--- src/rtl/chessboard_renderer.sv ---
`default_nettype none
// ============================================================================
// chessboard_renderer: two-stage pipelined procedural chessboard pixel source
// with board flip, selected-square fill and a blinking cursor border.
// Revision: 1.0
// ============================================================================
module chessboard_renderer #(
  parameter int          ORIGIN_X     = 80,
  parameter int          ORIGIN_Y     = 0,
  parameter int          SQ_SIZE      = 60,
  parameter int          BOARD_N      = 8,
  parameter int          BORDER_W     = 2,
  parameter int          BLINK_FRAMES = 30,
  parameter logic [11:0] LIGHT_RGB    = 12'hEDB,
  parameter logic [11:0] DARK_RGB     = 12'h865,
  parameter logic [11:0] SEL_RGB      = 12'hBC4,
  parameter logic [11:0] CUR_RGB      = 12'h0F0,
  localparam int         OFF_W        = $clog2(SQ_SIZE)
) (
  input  logic             vga_clk,
  input  logic             reset,
  input  logic [9:0]       DrawX,
  input  logic [9:0]       DrawY,
  input  logic             flip,
  input  logic [2:0]       cursor_file,
  input  logic [2:0]       cursor_rank,
  input  logic             sel_valid,
  input  logic [2:0]       sel_file,
  input  logic [2:0]       sel_rank,
  input  logic             blink_en,
  output logic [3:0]       red,
  output logic [3:0]       green,
  output logic [3:0]       blue,
  output logic             boardon,
  output logic [2:0]       sq_file,
  output logic [2:0]       sq_rank,
  output logic [OFF_W-1:0] sq_off_x,
  output logic [OFF_W-1:0] sq_off_y
);

  localparam int               FC_W     = (BLINK_FRAMES > 1) ? $clog2(BLINK_FRAMES) : 1;
  localparam logic [9:0]       X_START  = 10'(ORIGIN_X);
  localparam logic [9:0]       Y_START  = 10'(ORIGIN_Y);
  localparam logic [10:0]      X_END    = 11'(ORIGIN_X + BOARD_N * SQ_SIZE);
  localparam logic [10:0]      Y_END    = 11'(ORIGIN_Y + BOARD_N * SQ_SIZE);
  localparam logic [OFF_W-1:0] OFF_LAST = OFF_W'(SQ_SIZE - 1);
  localparam logic [OFF_W-1:0] BW_LO    = OFF_W'(BORDER_W);
  localparam logic [OFF_W-1:0] BW_HI    = OFF_W'(SQ_SIZE - BORDER_W);
  localparam logic [2:0]       N_LAST   = 3'(BOARD_N - 1);
  localparam logic [3:0]       N_LIM    = 4'(BOARD_N);
  localparam logic [FC_W-1:0]  FC_LAST  = FC_W'(BLINK_FRAMES - 1);

  // offx_q/offy_q double as the stage-1 offset registers of the pixel in flight
  logic [OFF_W-1:0] offx_q, offx_d, offy_q, offy_d;
  logic [2:0]       col_q, col_d, row_q, row_d;
  logic [9:0]       prev_y_q;
  logic [FC_W-1:0]  fcnt_q, fcnt_d;
  logic             blink_q, blink_d;

  logic             inside_q, inside_d;
  logic [2:0]       file_q, file_d, rank_q, rank_d;
  logic             cur_hit_q, cur_hit_d, sel_hit_q, sel_hit_d, dark_q, dark_d;

  logic [11:0]      rgb_q, rgb_d;
  logic             boardon_q, boardon_d;
  logic [2:0]       sq_file_q, sq_file_d, sq_rank_q, sq_rank_d;
  logic [OFF_W-1:0] sq_off_x_q, sq_off_x_d, sq_off_y_q, sq_off_y_d;

  logic             x_in, y_in, row_chg, frame_start, border;

  always_comb begin
    x_in        = (DrawX >= X_START) && ({1'b0, DrawX} < X_END);
    y_in        = (DrawY >= Y_START) && ({1'b0, DrawY} < Y_END);
    row_chg     = (DrawY != prev_y_q);
    frame_start = (DrawX == 10'd0) && (DrawY == 10'd0);

    offx_d = offx_q;
    col_d  = col_q;
    if (DrawX == X_START) begin
      offx_d = '0;
      col_d  = 3'd0;
    end else if (x_in) begin
      if (offx_q == OFF_LAST) begin
        offx_d = '0;
        col_d  = col_q + 3'd1;
      end else begin
        offx_d = offx_q + 1'b1;
      end
    end

    offy_d = offy_q;
    row_d  = row_q;
    if (row_chg) begin
      if (DrawY == Y_START) begin
        offy_d = '0;
        row_d  = 3'd0;
      end else if (offy_q == OFF_LAST) begin
        offy_d = '0;
        row_d  = row_q + 3'd1;
      end else begin
        offy_d = offy_q + 1'b1;
      end
    end

    fcnt_d  = fcnt_q;
    blink_d = blink_q;
    if (frame_start) begin
      if (fcnt_q == FC_LAST) begin
        fcnt_d  = '0;
        blink_d = ~blink_q;
      end else begin
        fcnt_d = fcnt_q + 1'b1;
      end
    end
  end

  // Stage 1: screen square to board square, plus per-square match flags
  always_comb begin
    inside_d  = x_in && y_in;
    file_d    = flip ? (N_LAST - col_d) : col_d;
    rank_d    = flip ? row_d : (N_LAST - row_d);
    cur_hit_d = (file_d == cursor_file) && (rank_d == cursor_rank) &&
                ({1'b0, cursor_file} < N_LIM) && ({1'b0, cursor_rank} < N_LIM);
    sel_hit_d = sel_valid && (file_d == sel_file) && (rank_d == sel_rank) &&
                ({1'b0, sel_file} < N_LIM) && ({1'b0, sel_rank} < N_LIM);
    dark_d    = (file_d[0] == rank_d[0]);
  end

  // Stage 2: colour priority; coordinates are zeroed off-board
  always_comb begin
    border     = (offx_q < BW_LO) || (offx_q >= BW_HI) ||
                 (offy_q < BW_LO) || (offy_q >= BW_HI);
    rgb_d      = 12'h000;
    boardon_d  = 1'b0;
    sq_file_d  = 3'd0;
    sq_rank_d  = 3'd0;
    sq_off_x_d = '0;
    sq_off_y_d = '0;
    if (inside_q) begin
      boardon_d  = 1'b1;
      sq_file_d  = file_q;
      sq_rank_d  = rank_q;
      sq_off_x_d = offx_q;
      sq_off_y_d = offy_q;
      if (cur_hit_q && border && (blink_q || !blink_en)) begin
        rgb_d = CUR_RGB;
      end else if (sel_hit_q) begin
        rgb_d = SEL_RGB;
      end else if (dark_q) begin
        rgb_d = DARK_RGB;
      end else begin
        rgb_d = LIGHT_RGB;
      end
    end
  end

  always_ff @(posedge vga_clk or posedge reset) begin
    if (reset) begin
      offx_q     <= '0;
      offy_q     <= '0;
      col_q      <= 3'd0;
      row_q      <= 3'd0;
      prev_y_q   <= 10'd0;
      fcnt_q     <= '0;
      blink_q    <= 1'b1;
      inside_q   <= 1'b0;
      file_q     <= 3'd0;
      rank_q     <= 3'd0;
      cur_hit_q  <= 1'b0;
      sel_hit_q  <= 1'b0;
      dark_q     <= 1'b0;
      rgb_q      <= 12'h000;
      boardon_q  <= 1'b0;
      sq_file_q  <= 3'd0;
      sq_rank_q  <= 3'd0;
      sq_off_x_q <= '0;
      sq_off_y_q <= '0;
    end else begin
      offx_q     <= offx_d;
      offy_q     <= offy_d;
      col_q      <= col_d;
      row_q      <= row_d;
      prev_y_q   <= DrawY;
      fcnt_q     <= fcnt_d;
      blink_q    <= blink_d;
      inside_q   <= inside_d;
      file_q     <= file_d;
      rank_q     <= rank_d;
      cur_hit_q  <= cur_hit_d;
      sel_hit_q  <= sel_hit_d;
      dark_q     <= dark_d;
      rgb_q      <= rgb_d;
      boardon_q  <= boardon_d;
      sq_file_q  <= sq_file_d;
      sq_rank_q  <= sq_rank_d;
      sq_off_x_q <= sq_off_x_d;
      sq_off_y_q <= sq_off_y_d;
    end
  end

  assign red      = rgb_q[11:8];
  assign green    = rgb_q[7:4];
  assign blue     = rgb_q[3:0];
  assign boardon  = boardon_q;
  assign sq_file  = sq_file_q;
  assign sq_rank  = sq_rank_q;
  assign sq_off_x = sq_off_x_q;
  assign sq_off_y = sq_off_y_q;

endmodule
`default_nettype wire
--- config.mk ---
export PLATFORM = sky130hd
export DESIGN_NAME = chessboard_renderer
export DESIGN_NICKNAME = d
export VERILOG_FILES = /design/src/rtl/chessboard_renderer.sv
export SDC_FILE = /design/constraint.sdc
export NUM_CORES = 1
export LEC_CHECK = 0
export BUFFER_PORTS_ARGS = -buffer_cell sky130_fd_sc_hd__buf_2
export CORE_ASPECT_RATIO = 1.25
export CORE_MARGIN = 3
export CORE_UTILIZATION = 58
export CTS_BUF_LIST = sky130_fd_sc_hd__clkbuf_16
export DETAILED_ROUTE_END_ITERATION = 7
export GPL_ROUTABILITY_DRIVEN = 0
export PLACE_DENSITY = 0.84
export SLEW_MARGIN = 0
export SYNTH_ARGS = -nofsm -noshare
export SYNTH_HDL_FRONTEND = slang
export SYNTH_SLANG_ARGS = --single-unit
--- constraint.sdc ---
create_clock -name vga_clk -period 3.15 [get_ports vga_clk]
set_input_delay 0.1575 -clock vga_clk [delete_from_list [all_inputs] [get_ports vga_clk]]
set_output_delay 0.1575 -clock vga_clk [all_outputs]
set_load 0.03 [all_outputs]
==> impl_results.md, run 1 <==
* Setup tns final at 0 ps
* Initial antenna violation count at 0
* Congestion Overflow GR at 0
* Register-to-register setup slack at 750 ps
* Mapped Avg Cell Area at between 10 and 15 um^2
* I/O pin cnt at 68
* Die Wd at 73.2 um
* Clk root buf: clkbuf_16
* HPWL Detailed at 4390 um
* CP Class: in -> reg
* Slew @ Worst Pin at 643 ps
* Setup Skew at between 5 and 6 ps
* Yosys warns at 0
* DR iter-0 viols at 112
* Critical Path RT at 3390 ps
* Num CTS Buffers at 9
* Clk sinks at 72
* Overall Power at 0.00263 W
* Final hold vios at 0
* H-tree depth at 3
* Layout fillers at ~380
* Syn Inst Count at 297
* Critical path data arrival time at 2760 ps
* Largest net degree at the start of global routing at 54
* Startpoint Class: primary input
* Sequential area share after synthesis at 0.550
* Clk_lat worst skew at 330 ps
* Number of global-route vias before repair at 2380
* Core ar. at 0.00544 mm^2
* Cell variety after synth at 49
* Max-cap violations at 0
* Final setup margin at 631 ps
* First-pass GRT wire length at 10700 um
* PD cells at 655 mW/mm^2
* # resized after CTS at 0
* I/O Buffers at 67
* Vias per Instance at 5.31
* Pre-Repair DR Iteration Count at 4
* Antenna Cells at 0
* Share of post-route cells with drive strength above 1 at 0.262
* R2R depth at 9
* Pleak at 1.96 nW
* Fmax achieved at 397 MHz
* Tot GR Track Use at 0.209
* #FFs+latches synth at 72
* CTS tree: done
* # DRC at 0
* FP Rows at 30
* Die Height at 90.1 um
* Dpl ws at about 800 ps
* DRT antenna net count at 0
* Rel. slew slack at 0.571
* Syn_nets at 340
* Worst-path clk slew at ~50 ps
* Max-slew violation count at 0
* Status: completed
* Starting Density at 0.602
* Final wirelength at about 6200 um
* Clock Path Buffers at 2
* Total number of vias at ~2.4k
* Hold Path Cell Cnt at 1
* Number of synthesized flops with an enable pin at 0
* Area Overhead vs Synth at 22.3%
* CP endpoint kind: register
* Worst min path class: in -> reg
* Asr flop ratio synth at 1.00
* Tcrit/Tclk final at 0.800
* RSZ-0062 raised after global routing: no
* Post-Syn Area at 0.00328 mm^2
* Worst-path fanout max at 10
* Die ar. at 0.00660 mm^2
* Average routed wire per standard cell at 14.0 um
* Peak supply drop at 0.391 mV
* Top_reg_cell synth: dfrtp_1
* Fin nets at ~420
* Min Clock Period, post-route at around 2500 ps
* Final setup violation count at 0
* Final Hold Slack at 13.4 ps
-- final timing paths --
| path | from | endpoint |
|---|---|---|
| min reg2reg | file_q[1] | sq_file[1] |
| min | DrawY[6] | prev_y_q[6] |
| min in group asynchronous | reset | sq_off_y[3] |
| max in group asynchronous | reset | sel_hit_q |
| max reg2reg | offx_q[1] | sel_hit_q |
| max | DrawY[8] | cur_hit_q |
-- synth_stat cells (2+ instances only) --
cell type,number,area (um^2)
dfrtp_1,71,1780
nor2_1,22,82.6
and2_1,20,125
o21ai_0,18,90.1
nand2_1,17,63.8
nand3_1,15,75.1
xnor2_1,15,131
xor2_1,14,123
inv_1,13,48.8
nor3_1,8,40.0
a21oi_1,6,30.0
ha_1,6,75.1
and3_1,5,31.3
mux2i_1,5,50.1
nand2b_1,5,31.3
nor2b_1,5,31.3
o31ai_1,5,37.5
clkbuf_1,4,15.0
nor4_1,4,25.0
buf_4,3,22.5
a21o_1,2,15.0
a31oi_1,2,12.5
nand4_1,2,12.5
nor4_4,2,42.5
o21a_1,2,15.0
o31a_1,2,17.5
or3_1,2,12.5
-- state kept, by name, summed over array words and instances (netlist names), 5 cells and up --
register	count
prev_y_q	10
rgb_q	10
offx_q	6
offy_q	6
sq_off_x	6
sq_off_y	6
fcnt_q	5
-- logic make-up (layout without fill, tap and decap cells) --
family	Yosys count	count (layout)	share of synthesized area
muxes	7	7	0.0229
buffers and inverters	23	107	0.0324
and+or+nand+nor	114	114	0.191
xor gates and xnor gates	30	30	0.0824
DFF	72	72	0.550
AOI/OAI and AO/OA	45	45	0.0981
adders and majority gates	6	6	0.0229
-- stage by stage --
step	instance area, um^2	util	cells
3_5_place_dp	3640	0.669	419
5_1_grt	4010	0.736	445
6_report	4010	0.736	445
2_1_floorplan	3280	-	297
3_3_place_gp	3640	0.669	419
4_1_cts	4010	0.736	445
-- where the power goes --
group / internal (W) / leakage (nW) / total (W) / switching [W]
Combinational: 0.000230 / 0.916 / 0.000556 / 0.000326
Sequential: 0.00106 / 0.914 / 0.00119 / 0.000128
Clock: 0.000523 / 0.128 / 0.000880 / 0.000357
-- layout make-up --
class	count	area, um^2	area share
flip-flops and latches	72	1800	0.450
clock buffers	9	225	0.0562
multi-input cells	202	1370	0.342
well taps	64	80.1	0.0200
inverters	13	48.8	0.0122
clock inverters	7	38.8	0.00968
repair buffers	78	443	0.111
-- placed cells by master, fill, tap and decap left out, types with 5 or more instances in the layout --
master	instances
dfrtp_1	71
buf_2	67
nor2_1	22
and2_1	20
o21ai_0	18
nand2_1	17
nand3_1	15
xnor2_1	15
xor2_1	14
inv_1	12
dlygate4sd3_1	10
clkbuf_16	9
nor3_1	8
a21oi_1	6
ha_1	6
and3_1	5
mux2i_1	5
nand2b_1	5
nor2b_1	5
o31ai_1	5
-- critical path: stages --
cell and delay [ps]:
dlygate4sd3_1 540, buf_2 150, xor2_1 170, nor4_4 360, and3_1 470, o22ai_4 160, xnor2_1 170, or3_1 370
a211oi_2 210
-- timing repair --
action,in CTS,in global routing
setup buffers,0,0
hold buffers,10,0
endpoints found under the hold margin,28,0
-- per-layer routing --
metal,track usage,share of wire,wire length [um]
met1,0.262,0.43,2660
met2,0.327,0.49,3030
met3,0.0414,0.050,313
met4,0.123,0.033,206
met5,0,0,0
Note: power is estimated with default switching activity, not from simulation.
==> run 2, diff against run 1 <==
- CORE_UTILIZATION: 58 -> 49
- PLACE_DENSITY: 0.84 -> 0.75
- clock period: 3.15 -> 2.2 ns (I/O delays scaled with it)
==> run 2 against run 1 <==
The flow now finishes with violations (setup timing). Global-route usage down 1.2 points. Clock skew up 1.1 ps. Critical path depth down 1. Worst setup slack worse by 690 ps. Power up 62%. Critical path type is now reg -> reg. Largest cell class unchanged. Register-to-register slack worse by 810 ps. Final area up 10%.
==> impl_results.md, run 2 (same netlist as run 1, synthesis figures left out) <==
* P_sw at 0.00126 W (+56%)
* Tot GR Track Use at 0.197 (-0.0117)
* Die Wd at 79.2 um (+8.1%)
* Pre-Repair DR Iteration Count at 4 (unchanged)
* Die Height at 97.4 um (+8.2%)
* Most common cell after layout, fill and taps aside: dfrtp_1
* First-pass GRT wire length at 11900 um (+11%)
* H-tree depth at 3 (unchanged)
* # DRC at 0 (unchanged)
* Initial antenna violation count at 0 (unchanged)
* Number of global-route vias before repair at 2561 (+7.6%)
* Slew @ Worst Pin at 492 ps (-151 ps)
* Congestion Overflow GR at 0 (unchanged)
* Largest stage delay, worst path at 390 ps (-150 ps)
* Register share of total power at 0.381 (-0.072)
* Final Non-Filler Cells at 491 (+10%)
* Core ar. at 0.00633 mm^2 (+16%)
* CP endpoint kind: register
* Worst-path fanout max at 4 (-6)
* Violated checks: setup timing
* Setup Skew at 6.27 ps (+1.12 ps)
* Vias per Instance at 5.18 (-2.3%)
* Critical Path RT at 2440 ps (-950 ps)
* Pleak at 2.15 nW (+10%)
* Clk sinks at 72 (unchanged)
* Antenna Cells at 0 (unchanged)
* I/O Buffers at 67 (unchanged)
* Worst min path class: in -> reg
* Tcrit/Tclk final at 1.03
* Dpl ws at -73.0 ps (-876 ps)
* Final hold vios at 0 (unchanged)
* Highest-count cells in the layout ignoring fill and taps: 71 x dfrtp_1, 67 x buf_2, 23 x buf_4
* DR iter-0 viols at 155 (+38%)
* Clock Path Buffers at 2 (unchanged)
* Area Overhead vs Synth at 34.8%
* Switching Share at 0.296 (-0.0129)
* Min Clock Period, post-route at 2260 ps
* Startpoint Class: register
* WP buf/inv at 1 (-1)
* Average routed wire per standard cell at 15.5 um (+11%)
* PD cells at 964 mW/mm^2 (+47%)
* Biggest regs: prev_y_q (10), rgb_q (10)
* Critical path data arrival time at 2500 ps (-260 ps)
* FP Rows at 32 (+6.7%)
* Placed cells at 456 (+8.8%)
* Final wirelength at 7620 um (+23%)
* Num CTS Buffers at 9 (unchanged)
* Rel. slew slack at 0.672 (+0.100)
* RSZ-0062 raised after global routing: yes
* Fmax achieved at roughly 440 MHz
* Starting Density at 0.518 (-0.0841)
* Max-slew violation count at 0 (unchanged)
* HPWL Detailed at 4680 um (+6.7%)
* Max-cap violations at 0 (unchanged)
* CTS tree: done
* Clk root buf: clkbuf_16
* I/O pin cnt at 68 (unchanged)
* Clock network fraction of design power at 0.355 (+0.020)
* Status: complete, but fails checks
* Worst-path clk slew at 60 ps (about the same)
* Die ar. at 0.00771 mm^2 (+17%)
* P_int at 0.00300 W (+65%)
* Final setup violation count at 2 (+2)
* Crit-path leading delay family: compound AO/OA/AOI/OAI gates
* CP Class: reg -> reg
* Peak supply drop at 0.547 mV (+40%)
* Total number of vias at 2545 (+7.8%)
* Largest net degree at the start of global routing at 51 (-5.6%)
* DRT antenna net count at 0 (unchanged)
* CP Cell Sequence: xor2_1 > nor4_4 > buf_4 > a32oi_4 > o22ai_4 > xnor2_2 > or3_1 > a211oi_2
* Slowest cell on crit path: dfrtp_1
* Share of post-route cells with drive strength above 1 at 0.340 (+0.0774)
* Fin nets at 444 (+6.0%)
* Final setup margin at -58.4 ps (-689 ps)
* Logic pwr share at 0.263 (+0.051)
* Clk_lat worst skew at 330 ps (about the same)
* Register-to-register setup slack at -60 ps (-810 ps)
-- run 2: cell types whose count changed in the layout (fill, tap and decap cells not counted), sizes merged --
cell         delta
bufinv          +2
inv             +1
buf            +24
clkinvlp        -2
clkinv          -1
dlygate4sd3     +1
-- run 2: worst register-to-register path, stage by stage (launching register included) --
cell and delay (ps):
dfrtp_1 390, xor2_1 310, nor4_4 80, buf_4 170, a32oi_4 320, o22ai_4 160, xnor2_2 170, or3_1 360
a211oi_2 210
-- run 2: through the flow --
step / total power (W) / hold slack (ps) / setup TNS, ps / area [um^2] / utilization
6_report: 0.00426 / 23.7 / -62.0 / 4420 / 0.699
5_1_grt: 0.00447 / 35.7 / -224 / 4420 / 0.699
4_1_cts: 0.00419 / 12.7 / 0 / 4280 / 0.676
3_5_place_dp: 0.00265 / 164 / -144 / 3800 / 0.601
3_3_place_gp: 0.00261 / 154 / 0 / 3800 / 0.601
2_1_floorplan: 0.00228 / 141 / 0 / 3280 / -
-- run 2: routing by layer --
layer,GRT usage,part of all wire,vias up
li1,-,-,1216
met2,0.350,0.53,88
met4,0.0688,0.024,0
met1,0.228,0.39,1221
met3,0.0473,0.050,20
met5,0,0,-
-- run 2: power groups by stage --
stage,clock (W),sequential [W],combinational [W]
after floorplan,0,0.00178,0.000501
after global placement,0,0.00163,0.000976
after detailed placement,0,0.00164,0.00101
after CTS,0.00153,0.00162,0.00104
after global routing,0.00159,0.00165,0.00123
final,0.00151,0.00162,0.00112
-- run 2: repair_timing --
action | CTS | global route
resized for setup | 5 | 16
hold endpoints to repair | 32 | 0
endpoints found under the setup margin | 2 | 2
hold buffers | 11 | 0
setup buffers | 3 | 5
pin swaps | 0 | 13
-- run 2: final timing paths --
| check | startpoint | end | depth (start not counted) |
|---|---|---|---|
| max | prev_y_q[2] | cur_hit_q | 8 |
| min | sel_valid | sel_hit_q | 3 |
| max reg2reg | prev_y_q[2] | cur_hit_q | 8 |
| min reg2reg | file_q[2] | sq_file[2] | 1 |
| max in group asynchronous | reset | blink_q | 4 |
| min in group asynchronous | reset | rgb_q[6] | 3 |
-- run 2: cell type report --
type / count / area, um^2
clock buffer: 9 / 225
clock inverter: 7 / 87.6
timing repair buffer: 103 / 649
tap: 85 / 106
multi-input combinational: 202 / 1500
sequential: 72 / 1800
fill: 475 / 1910
inverter: 13 / 48.8
==> run 3, diff against run 2 <==
- CORE_ASPECT_RATIO: 1.25 -> not set
- CORE_MARGIN: 3 -> 4
==> run 3 against run 2 <==
The flow now finishes without violations. Die area grew 4.5%. Sequential share of layout area grew 1.6 points. First-iteration DRC count increased by 7.7%. Largest cell class unchanged.
==> impl_results.md, run 3 (same netlist as run 1, synthesis figures left out) <==
* Final wirelength at 6900 um (-9.4%)
* Pleak at 2.09 nW (-3.2%)
* Slew @ Worst Pin at 421 ps (-70.5 ps)
* Starting Density at 0.510 (-0.00777)
* CTS tree: done
* Clock Path Buffers at 2 (unchanged)
* Area Overhead vs Synth at 29.8%
* Biggest regs: prev_y_q (10), rgb_q (10)
* Critical path data arrival time at 2420 ps (-80 ps)
* Initial antenna violation count at 0 (unchanged)
* Largest stage delay, worst path at 380 ps (about the same)
* Core ar. at 0.00642 mm^2 (+1.5%)
* Highest-count cells in the layout ignoring fill and taps: 71 x dfrtp_1, 67 x buf_2, 22 x nor2_1
* Final setup margin at 15.5 ps (+73.8 ps)
* Largest net degree at the start of global routing at 73 (+43%)
* Vias per Instance at 5.16 (-0.54%)
* Startpoint Class: register
* Tot GR Track Use at 0.181 (-0.0163)
* Share of post-route cells with drive strength above 1 at 0.315 (-0.0249)
* PD cells at 928 mW/mm^2 (-3.8%)
* RSZ-0062 raised after global routing: yes
* First-pass GRT wire length at 11700 um (-1.5%)
* I/O pin cnt at 68 (unchanged)
* Fin nets at 439 (-1.1%)
* Slowest cell on crit path: dfrtp_1
* Clk_lat worst skew at 320 ps (about the same)
* Crit-path leading delay family: simple AND/OR/NAND/NOR gates
* H-tree depth at 3 (unchanged)
* # DRC at 0 (unchanged)
* Dpl ws at -44.2 ps (+28.8 ps)
* Status: completed
* CP Class: reg -> reg
* Clk sinks at 72 (unchanged)
* Max-cap violations at 0 (unchanged)
* Die Height at 89.8 um (-7.9%)
* Most common cell after layout, fill and taps aside: dfrtp_1
* Max-slew violation count at 0 (unchanged)
* Average routed wire per standard cell at 14.5 um (-6.7%)
* Fmax achieved at 458 MHz (+3.4%)
* Final Util at 0.663 (-0.0360)
* FP Rows at 29 (-9.4%)
* Congestion Overflow GR at 0 (unchanged)
* Peak supply drop at 0.513 mV (-6.2%)
* Final hold vios at 0 (unchanged)
* Setup Skew at 5.42 ps (-0.844 ps)
* Number of global-route vias before repair at 2461 (-3.9%)
* Top Metal Used: met4
* Final setup violation count at 0 (-2)
* Tcrit/Tclk final at 0.993 (-0.0336)
* Total number of vias at 2459 (-3.4%)
* HPWL Detailed at 4710 um (+0.68%)
* CP endpoint kind: register
* Final Non-Filler Cells at 477 (-2.9%)
* Critical Path RT at 2430 ps (about the same)
* Worst-path fanout max at 4 (unchanged)
* Die ar. at 0.00806 mm^2 (+4.5%)
* DRT antenna net count at 0 (unchanged)
* Num CTS Buffers at 9 (unchanged)
* Pre-Repair DR Iteration Count at 4 (unchanged)
* WP buf/inv at 0 (-1)
* WL met2 at 3290 um (-19%)
* Placed cells at 447 (-2.0%)
* Worst min path class: in -> reg
* Min Clock Period, post-route at 2180 ps (-73.8 ps)
* Clk root buf: clkbuf_16
* I/O Buffers at 67 (unchanged)
* Worst-path clk slew at 60 ps (about the same)
* Antenna Cells at 0 (unchanged)
* CP Cell Sequence: xor2_1 > nor4_4 > a32oi_2 > o22ai_4 > xnor2_2 > or3_1 > a211oi_2
* Die Wd at 89.8 um (+13%)
* Final Hold Slack at 36.8 ps (+13.1 ps)
* DR iter-0 viols at 167 (+7.7%)
* Rel. slew slack at 0.719 (+0.0475)
* M1 WL at 3110 um (+4.3%)
* Metal3 WL at 370 um (-3.1%)
-- run 3: cell types whose count changed in the layout (fill, tap and decap cells not counted), moves of 2 or more --
cell | before | now
buf_4 | 23 | 19
clkinv_1 | 0 | 2
xor2_2 | 4 | 2
bufinv_16 | 2 | 0
mux2i_2 | 1 | 3
xor2_1 | 11 | 13
-- run 3: routing by layer --
metal  vias up  GRT usage
met5         -          0
met3        12     0.0484
li1       1211          -
met4         0     0.0779
met2        63      0.279
met1      1173      0.241
-- run 3: power breakdown --
group          internal [W]  switching (W)  total [W]  leakage, nW
sequential          0.00152       0.000106    0.00163        0.914
clock              0.000739       0.000510    0.00125        0.127
combinational      0.000473       0.000598    0.00107         1.04
total               0.00273        0.00121    0.00395         2.09
-- run 3: through the flow --
stage               cell area, um^2  total power, W  setup TNS [ps]
floorplan                      3280         0.00228               0
global placement               3780         0.00260               0
detailed placement             3780         0.00264           -44.2
CTS                            4160         0.00392               0
global route                   4260         0.00418            -122
finish                         4260         0.00395               0
-- run 3: repair_timing --
item                                   CTS  global route
endpoints found under the hold margin   81             0
hold buffers                            11             0
gates resized for setup                  3            10
setup endpoints to repair                2             2
setup buffers                            0             4
pin swaps                                3             9
-- run 3: path summary, 6_finish.rpt --
path                               end  cells after the start  slack [ps]   startpoint
max in group asynchronous      blink_q                      4        1470        reset
min in group asynchronous  sq_off_y[0]                      4         410        reset
min                          sel_hit_q                      3          40    sel_valid
min reg2reg                 sq_file[1]                      1         460    file_q[1]
max                          cur_hit_q                      7          20  prev_y_q[8]
max reg2reg                  cur_hit_q                      7          20  prev_y_q[8]
-- run 3: layout make-up --
class                      instances  area, um^2
timing repair buffer              98         608
multi-input combinational        202        1450
tap                               77        96.3
inverter                          13        48.8
fill                             492        2170
clock buffer                       9         225
clock inverter                     6        28.8
sequential                        72        1800
-- run 3: worst register-to-register path, cell delays in order, from the launching register on --
cell	delay [ps]
dfrtp_1	380
xor2_1	190
nor4_4	370
a32oi_2	250
o22ai_4	260
xnor2_2	110
or3_1	330
a211oi_2	190
